==> src/rtl/axi_bridge_pkg.sv <==
// Shared types and constants for the AXI-lite master bridge.
// Holds the FSM state encoding, the AXI response code and the data/strobe widths.
// No logic; imported by the bridge top.
package axi_bridge_pkg;

  localparam int DATA_W = 64;
  localparam int STRB_W = 8;

  localparam logic [1:0] RESP_OKAY = 2'b00;

  typedef enum logic [2:0] {
    S_IDLE = 3'd0,
    S_AR   = 3'd1,
    S_R    = 3'd2,
    S_WR   = 3'd3,
    S_B    = 3'd4,
    S_RESP = 3'd5
  } state_t;

endpackage

==> src/rtl/axi_lite_master_bridge.sv <==
// Single-outstanding bridge from the core request/response port to an AXI-lite master.
// Latency: accept at cycle 0, resp_valid at cycle 4 with a zero-wait slave.
// Backpressure: req_ready is high only when idle; AXI valids hold until their handshake.
// Optional watchdog: define AXI_BRIDGE_TIMEOUT_EN to bound every AXI wait by TIMEOUT_CYC.
module axi_lite_master_bridge
  import axi_bridge_pkg::*;
#(
  parameter int ADDR_W      = 32,
  parameter int TIMEOUT_CYC = 255
) (
  input  logic              aclk,
  input  logic              areset,
  input  logic              req_valid,
  output logic              req_ready,
  input  logic              req_we,
  input  logic [ADDR_W-1:0] req_addr,
  input  logic [DATA_W-1:0] req_wdata,
  input  logic [STRB_W-1:0] req_wstrb,
  output logic              resp_valid,
  output logic [DATA_W-1:0] resp_rdata,
  output logic              resp_err,
  output logic [ADDR_W-1:0] araddr,
  output logic              arvalid,
  input  logic              arready,
  input  logic [DATA_W-1:0] rdata,
  input  logic [1:0]        rresp,
  input  logic              rvalid,
  output logic              rready,
  output logic [ADDR_W-1:0] awaddr,
  output logic              awvalid,
  input  logic              awready,
  output logic [DATA_W-1:0] wdata,
  output logic [STRB_W-1:0] wstrb,
  output logic              wvalid,
  input  logic              wready,
  input  logic [1:0]        bresp,
  input  logic              bvalid,
  output logic              bready
);

  state_t state;

  // A write channel counts as done once its valid has dropped or it handshakes this cycle.
  logic aw_done;
  logic w_done;
  assign aw_done = !awvalid || awready;
  assign w_done  = !wvalid  || wready;

`ifdef AXI_BRIDGE_TIMEOUT_EN
  // Watchdog: counts cycles spent in the current AXI wait state.
  logic [15:0] wd_cnt;
  state_t      wd_state;
  logic [15:0] wd_elapsed;
  logic        wd_busy;
  logic        wd_hit;

  assign wd_busy    = (state == S_AR) || (state == S_R) || (state == S_WR) || (state == S_B);
  assign wd_elapsed = (state == wd_state) ? wd_cnt : 16'd0;
  // Fires two cycles early so that resp_valid lands TIMEOUT_CYC cycles after state entry.
  assign wd_hit     = wd_busy && (wd_elapsed == 16'(TIMEOUT_CYC - 2));

  // Track the state and restart the count whenever the state changes.
  always_ff @(posedge aclk or posedge areset) begin
    if (areset) begin
      wd_cnt   <= '0;
      wd_state <= S_IDLE;
    end else begin
      wd_state <= state;
      wd_cnt   <= wd_busy ? wd_elapsed + 16'd1 : 16'd0;
    end
  end
`endif

  // Transaction FSM; every AXI and response output is registered here.
  always_ff @(posedge aclk or posedge areset) begin
    if (areset) begin
      state      <= S_IDLE;
      req_ready  <= 1'b1;
      resp_valid <= 1'b0;
      resp_rdata <= '0;
      resp_err   <= 1'b0;
      araddr     <= '0;
      arvalid    <= 1'b0;
      rready     <= 1'b0;
      awaddr     <= '0;
      awvalid    <= 1'b0;
      wdata      <= '0;
      wstrb      <= '0;
      wvalid     <= 1'b0;
      bready     <= 1'b0;
    end else begin
      case (state)
        S_IDLE: begin
          if (req_valid) begin
            req_ready <= 1'b0;
            if (req_we) begin
              awaddr  <= req_addr;
              wdata   <= req_wdata;
              wstrb   <= req_wstrb;
              awvalid <= 1'b1;
              wvalid  <= 1'b1;
              state   <= S_WR;
            end else begin
              araddr  <= req_addr;
              arvalid <= 1'b1;
              state   <= S_AR;
            end
          end
        end
        S_AR: begin
          if (arready) begin
            arvalid <= 1'b0;
            rready  <= 1'b1;
            state   <= S_R;
          end
        end
        S_R: begin
          if (rvalid) begin
            rready     <= 1'b0;
            resp_rdata <= rdata;
            resp_err   <= (rresp != RESP_OKAY);
            state      <= S_RESP;
          end
        end
        S_WR: begin
          if (awready) awvalid <= 1'b0;
          if (wready)  wvalid  <= 1'b0;
          if (aw_done && w_done) begin
            bready <= 1'b1;
            state  <= S_B;
          end
        end
        S_B: begin
          if (bvalid) begin
            bready   <= 1'b0;
            resp_err <= (bresp != RESP_OKAY);
            state    <= S_RESP;
          end
        end
        S_RESP: begin
          // First RESP cycle raises the pulse; second drops it and reopens the request port.
          if (!resp_valid) begin
            resp_valid <= 1'b1;
          end else begin
            resp_valid <= 1'b0;
            req_ready  <= 1'b1;
            state      <= S_IDLE;
          end
        end
        default: state <= S_IDLE;
      endcase
`ifdef AXI_BRIDGE_TIMEOUT_EN
      // Watchdog overrides the FSM: abandon the transfer and report an error.
      if (wd_hit) begin
        arvalid    <= 1'b0;
        rready     <= 1'b0;
        awvalid    <= 1'b0;
        wvalid     <= 1'b0;
        bready     <= 1'b0;
        resp_err   <= 1'b1;
        resp_rdata <= '0;
        state      <= S_RESP;
      end
`endif
    end
  end

endmodule

==> config.mk <==
export PLATFORM = sky130hd
export DESIGN_NAME = axi_lite_master_bridge
export DESIGN_NICKNAME = d
export VERILOG_FILES = /design/src/rtl/axi_bridge_pkg.sv /design/src/rtl/axi_lite_master_bridge.sv
export SDC_FILE = /design/constraint.sdc
export NUM_CORES = 1
export LEC_CHECK = 0
export ABC_AREA = 1
export ABC_CLOCK_PERIOD_IN_PS = 17200
export CORE_MARGIN = 5
export CORE_UTILIZATION = 40
export CTS_BUF_LIST = sky130_fd_sc_hd__clkbuf_8 sky130_fd_sc_hd__clkbuf_16
export CTS_CLUSTER_DIAMETER = 200
export DETAILED_ROUTE_END_ITERATION = 8
export GPL_TIMING_DRIVEN = 0
export HOLD_SLACK_MARGIN = 0.12
export PLACE_DENSITY = 0.87
export SYNTH_ARGS = -nofsm -noshare
export SYNTH_HDL_FRONTEND = slang
export SYNTH_SLANG_ARGS = --single-unit
==> constraint.sdc <==
create_clock -name aclk -period 17.2 [get_ports aclk]
set_input_delay 3.44 -clock aclk [delete_from_list [all_inputs] [get_ports aclk]]
set_output_delay 3.44 -clock aclk [all_outputs]
set_load 0.005 [all_outputs]
# Word-level counts from Yosys, hierarchy flattened
# Cells that the tools add are included.
dict set report word_totals {
  ff_bits 211
  word_cells 86
}
dict set report op_classes {
  eq_ne 15
  mux 31
  bitwise_logic 1
  n_reduce_logical 25
}
# op count
set ops {}
lappend ops {{$ne A2 B2 Y1 const B} 10}
lappend ops {{$mux W3} 6}
lappend ops {{$pmux W3 S6} 1}
lappend ops {{$reduce_and A3 Y1} 6}
lappend ops {{$mux W1} 16}
lappend ops {{$reduce_bool A2 Y1} 8}
lappend ops {{$pmux W1 S2} 7}
lappend ops {{$reduce_and A4 Y1} 3}
lappend ops {{$eq A3 B2 Y1 const B} 2}
lappend ops {{$eq A3 B3 Y1 const B} 2}
lappend ops {{$reduce_and A6 Y1} 1}
lappend ops {{$eq A3 B1 Y1 const B} 1}
lappend ops {{$logic_not A3 Y1} 1}
lappend ops {{$logic_not A1 Y1} 2}
lappend ops {{$logic_or A1 B1 Y1} 2}
lappend ops {{$mux W2} 1}
lappend ops {{$reduce_and A2 Y1} 1}
lappend ops {{$logic_and A1 B1 Y1} 1}
lappend ops {{$not A1 Y1} 1}

# Depth between registers and ports, before layout
dict set report depth {
  word_depth 5
  mapped_depth 9
  ltp_nobuf 9
}

# Worst setup path after synthesis
# Ideal clock, no wire load.
dict set report synth_timing {
  kind {input -> register}
  start {input awready}
  end {register state[1]}
  setup_ns 0.117
  arrival_time_ns 4.005
  t_required_ns 17.083
  setup_slack_ns 13.078
  cell_stages 9
  cell_sequence {inv_1 -> nand2_1 -> nand2_1 -> nand2_1 -> nand2_1 -> nor2_1 -> nand2_1 -> nand2_1 -> nand2_1}
}
dict set report synth_between {
  elab_chain_len 4
}
# item line
set synth_lines {}
lappend synth_lines {{start: declaration} axi_lite_master_bridge.sv:31} ;# input logic awready,
lappend synth_lines {{$logic_or A1 B1 Y1} axi_lite_master_bridge.sv:46} ;# assign aw_done = !awvalid || awready;
lappend synth_lines {{$logic_and A1 B1 Y1} axi_lite_master_bridge.sv:128} ;# if (aw_done && w_done) begin
lappend synth_lines {{$ne A2 B2 Y1 (no line)} n/a}
lappend synth_lines {{$reduce_and A6 Y1 (no line)} n/a}
lappend synth_lines {{end signal: assignment} axi_lite_master_bridge.sv:122} ;# state <= S_RESP;
lappend synth_lines {{end signal: assignment} axi_lite_master_bridge.sv:130} ;# state <= S_B;
lappend synth_lines {{end signal: assignment} axi_lite_master_bridge.sv:137} ;# state <= S_RESP;
lappend synth_lines {{end: declaration} axi_lite_master_bridge.sv:41} ;# state_t state;
# No other way between the ends.
# A chain may end at the register's enable or synchronous reset.

# Worst setup path after layout
dict set report layout_timing {
  start {register req_ready}
  end {output req_ready}
}
# item line
set layout_rtl {}
lappend layout_rtl {{start: declaration} axi_lite_master_bridge.sv:14} ;# output logic req_ready,
lappend layout_rtl {{start signal: assignment} axi_lite_master_bridge.sv:78} ;# req_ready <= 1'b1;
lappend layout_rtl {{start signal: assignment} axi_lite_master_bridge.sv:95} ;# req_ready <= 1'b0;
lappend layout_rtl {{start signal: assignment} axi_lite_master_bridge.sv:146} ;# req_ready <= 1'b1;
# No word-level cell between the ends.

==> flow_summary.json <==
{
  "gr-total-overflow": 0,
  "whs_path_depth": 2,
  "crit_path_max_fanout": 2,
  "drive_gt1_share_pct": 7.01,
  "netSwitchingPower_uw": 706,
  "rsz0062_at_grt": "no",
  "yosys.area_share.simple_pct": 17.5,
  "clock_latency_ps": 490,
  "path_class": "register to primary output",
  "nFillCells": 1578,
  "cp-start-kind": "register",
  "seq_power_share_pct": 37.5,
  "peakVddDrop_mv": 0.107,
  "nNetsFinal": 1496,
  "synthCells": 901,
  "cts_buffers": 23,
  "fin_crit_ps": 4990,
  "slew_headroom_pct": 38.3,
  "p_comb_share_pct": 40.4,
  "fin_ws_ps": 12210,
  "drc": 0,
  "drtAntennaViolNets": 0,
  "drt-pass1-iter-count": 5,
  "crit_chain": "clkdlybuf4s50_1",
  "wl_per_cell_um": 17.3,
  "cp.depth": 1,
  "worst_pin_slew_ps": 925,
  "p_per_area_mw_per_mm2": 171,
  "dieWidth_um": 154,
  "grt_pass1_vias": 7825,
  "vias": 7549,
  "area_delta_synth_final_pct": 60.7,
  "cts_resized": 0,
  "syn_area_per_cell_um2": 9.19,
  "critPathArrivalTime_ps": 1550,
  "cpMaxStageDelayCell": "clkdlybuf4s50_1",
  "crit_family": "buffers and inverters",
  "crit_required_ps": 13760,
  "dp_slack_ps": 12160,
  "switching_share_pct": 31.0,
  "critPathMaxStageDelay_ps": 540,
  "ys_seq_elements": 211,
  "fin_crit_sh_pct": 29.0,
  "ys_types": 19,
  "antenna_cells": 0,
  "ctsHoldBuffers": 0,
  "ios": 389,
  "start_util_pct": 40.8,
  "cts_sinks": 211,
  "intPower_uw": 1570,
  "synth_top_family_by_area": "simple AND/OR/NAND/NOR gates",
  "clk_pin_slew_worst_paths_ps": 60,
  "clockPowerShare_pct": 22.1,
  "finalWeightedCongestion": 0.853,
  "synthXorXnorAreaFrac_pct": 0,
  "totalWireLength_um": 27700,
  "yosys_warnings": 0,
  "finalHoldViolations": 0,
  "io_buffers": 388,
  "tns_ps": 0,
  "outcome": "finished clean",
  "slew_viol_final": 0,
  "p_leak_uw": 0.00657,
  "r2r_cells": 8,
  "muxShareOfSynthArea_pct": 0,
  "crit_buf_inv": 1,
  "clockBufferDepth": 3,
  "h-tree-depth": 1,
  "finalNonFillerCells": 1597,
  "antenna_found_initial": 0,
  "min-delay-path-class": "register to register",
  "vias_per_cell": 4.73,
  "layout_common_cells": "388 x clkdlybuf4s50_1, 354 x nand2_1, 210 x dfrtp_1, 127 x o21ai_1, 118 x inv_1",
  "cp-end-kind": "primary output",
  "grtUsageTotal_pct": 22.4,
  "root_buffer": "clkbuf_16",
  "drt_iter0_drc": 470,
  "postCtsSetupRepairBufs": 0,
  "placed_cells": 1560,
  "core_area_mm2": 0.0203,
  "ys_seq_area_share_pct": 63.8,
  "clock.fmax_mhz": 200,
  "layout_commonest_cell": "clkdlybuf4s50_1",
  "mappedNetlistArea_mm2": 0.00828,
  "dp.final_hpwl_um": 20800,
  "synthAdderAreaFrac_pct": 0,
  "rows": 52,
  "cts_tree": "built",
  "setup_violations": 0,
  "worst_clock_skew_ps": 7.75,
  "dieArea_mm2": 0.0237,
  "die_y_um": 154,
  "synth_compound_area_share_pct": 9.00,
  "synthesis.nets": 1082,
  "grt_max_degree": 127,
  "grt_pass1_wl_um": 42500,
  "max-cap-violations": 0
}
[state kept, by name (all words and copies together), names as in the netlist]
name and flops:
resp_rdata 64, araddr 32, wdata 64, arvalid 1, awaddr 32, bready 1, awvalid 1, rready 1
req_ready 1, resp_err 1, resp_valid 1, state 3, wvalid 1, wstrb 8
[Yosys cell counts]
master	count	share of area, %
nand3_1	9	0.54
o21ai_0	19	1.1
buf_6	18	2.4
nand3_2	1	0.12
dfstp_2	1	0.32
inv_2	4	0.18
dfrtp_1	210	63
buf_4	5	0.45
nor2_4	2	0.27
nand4_1	1	0.076
inv_1	119	5.4
nand2_1	354	16
clkbuf_1	2	0.091
nor2_2	1	0.076
buf_2	20	1.2
a22oi_1	2	0.18
nor2_1	4	0.18
o21ai_1	127	7.7
nand2_2	2	0.15
[stage by stage]
stage / area (um^2) / hold WS (ps) / power (uW) / util (%)
2_1_floorplan: 8280 / 465 / 1160 / -
3_5_place_dp: 12500 / 457 / 1780 / 61.8
3_3_place_gp: 12500 / 453 / 1740 / 61.6
4_1_cts: 13300 / 471 / 2300 / 65.6
5_1_grt: 13300 / 490 / 2420 / 65.6
6_report: 13300 / 470 / 2280 / 65.6
[kinds of logic (layout without fill, tap and decap cells)]
group	after synthesis	in the layout
AO/OA/AOI/OAI	148	148
flip-flops	211	211
AND/OR/NAND/NOR	374	374
buffers and inverters	168	594
[per-layer routing]
metal | global-route usage, % | up-vias | wire length, um
li1 | - | 3570 | -
met1 | 25.8 | 3588 | 10400
met2 | 40.6 | 329 | 14300
met3 | 5.62 | 62 | 2050
met4 | 7.44 | 0 | 925
met5 | 0 | - | 0
[layout make-up]
class / instances / area, um^2 / share of cell area, %
Sequential cell: 211 / 5280 / 39.7
Timing Repair Buffer: 389 / 3910 / 29.4
Multi-Input combinational cell: 522 / 2190 / 16.5
Clock buffer: 29 / 658 / 4.94
Inverter: 123 / 469 / 3.52
Buffer: 45 / 348 / 2.61
Tap cell: 270 / 338 / 2.54
Clock inverter: 8 / 115 / 0.865
[power by group through the flow]
stage          Combinational, uW  Clock (uW)  Sequential (uW)
2_1_floorplan                295           0              864
3_3_place_gp                 896           0              845
3_5_place_dp                 925           0              855
4_1_cts                      934         515              852
5_1_grt                     1000         536              879
6_report                     921         504              853
[worst paths after layout]
check                               start              to  slack (ps)
setup / recovery                req_ready       req_ready       12210
min in group asynchronous          areset  resp_rdata[57]        3470
hold / removal             resp_rdata[28]  resp_rdata[28]         470
max in group asynchronous          areset      awaddr[22]       12790
hold reg to reg            resp_rdata[28]  resp_rdata[28]         470
setup reg to reg                 state[1]      awaddr[13]       15600
(Power assumes the default switching activity.)
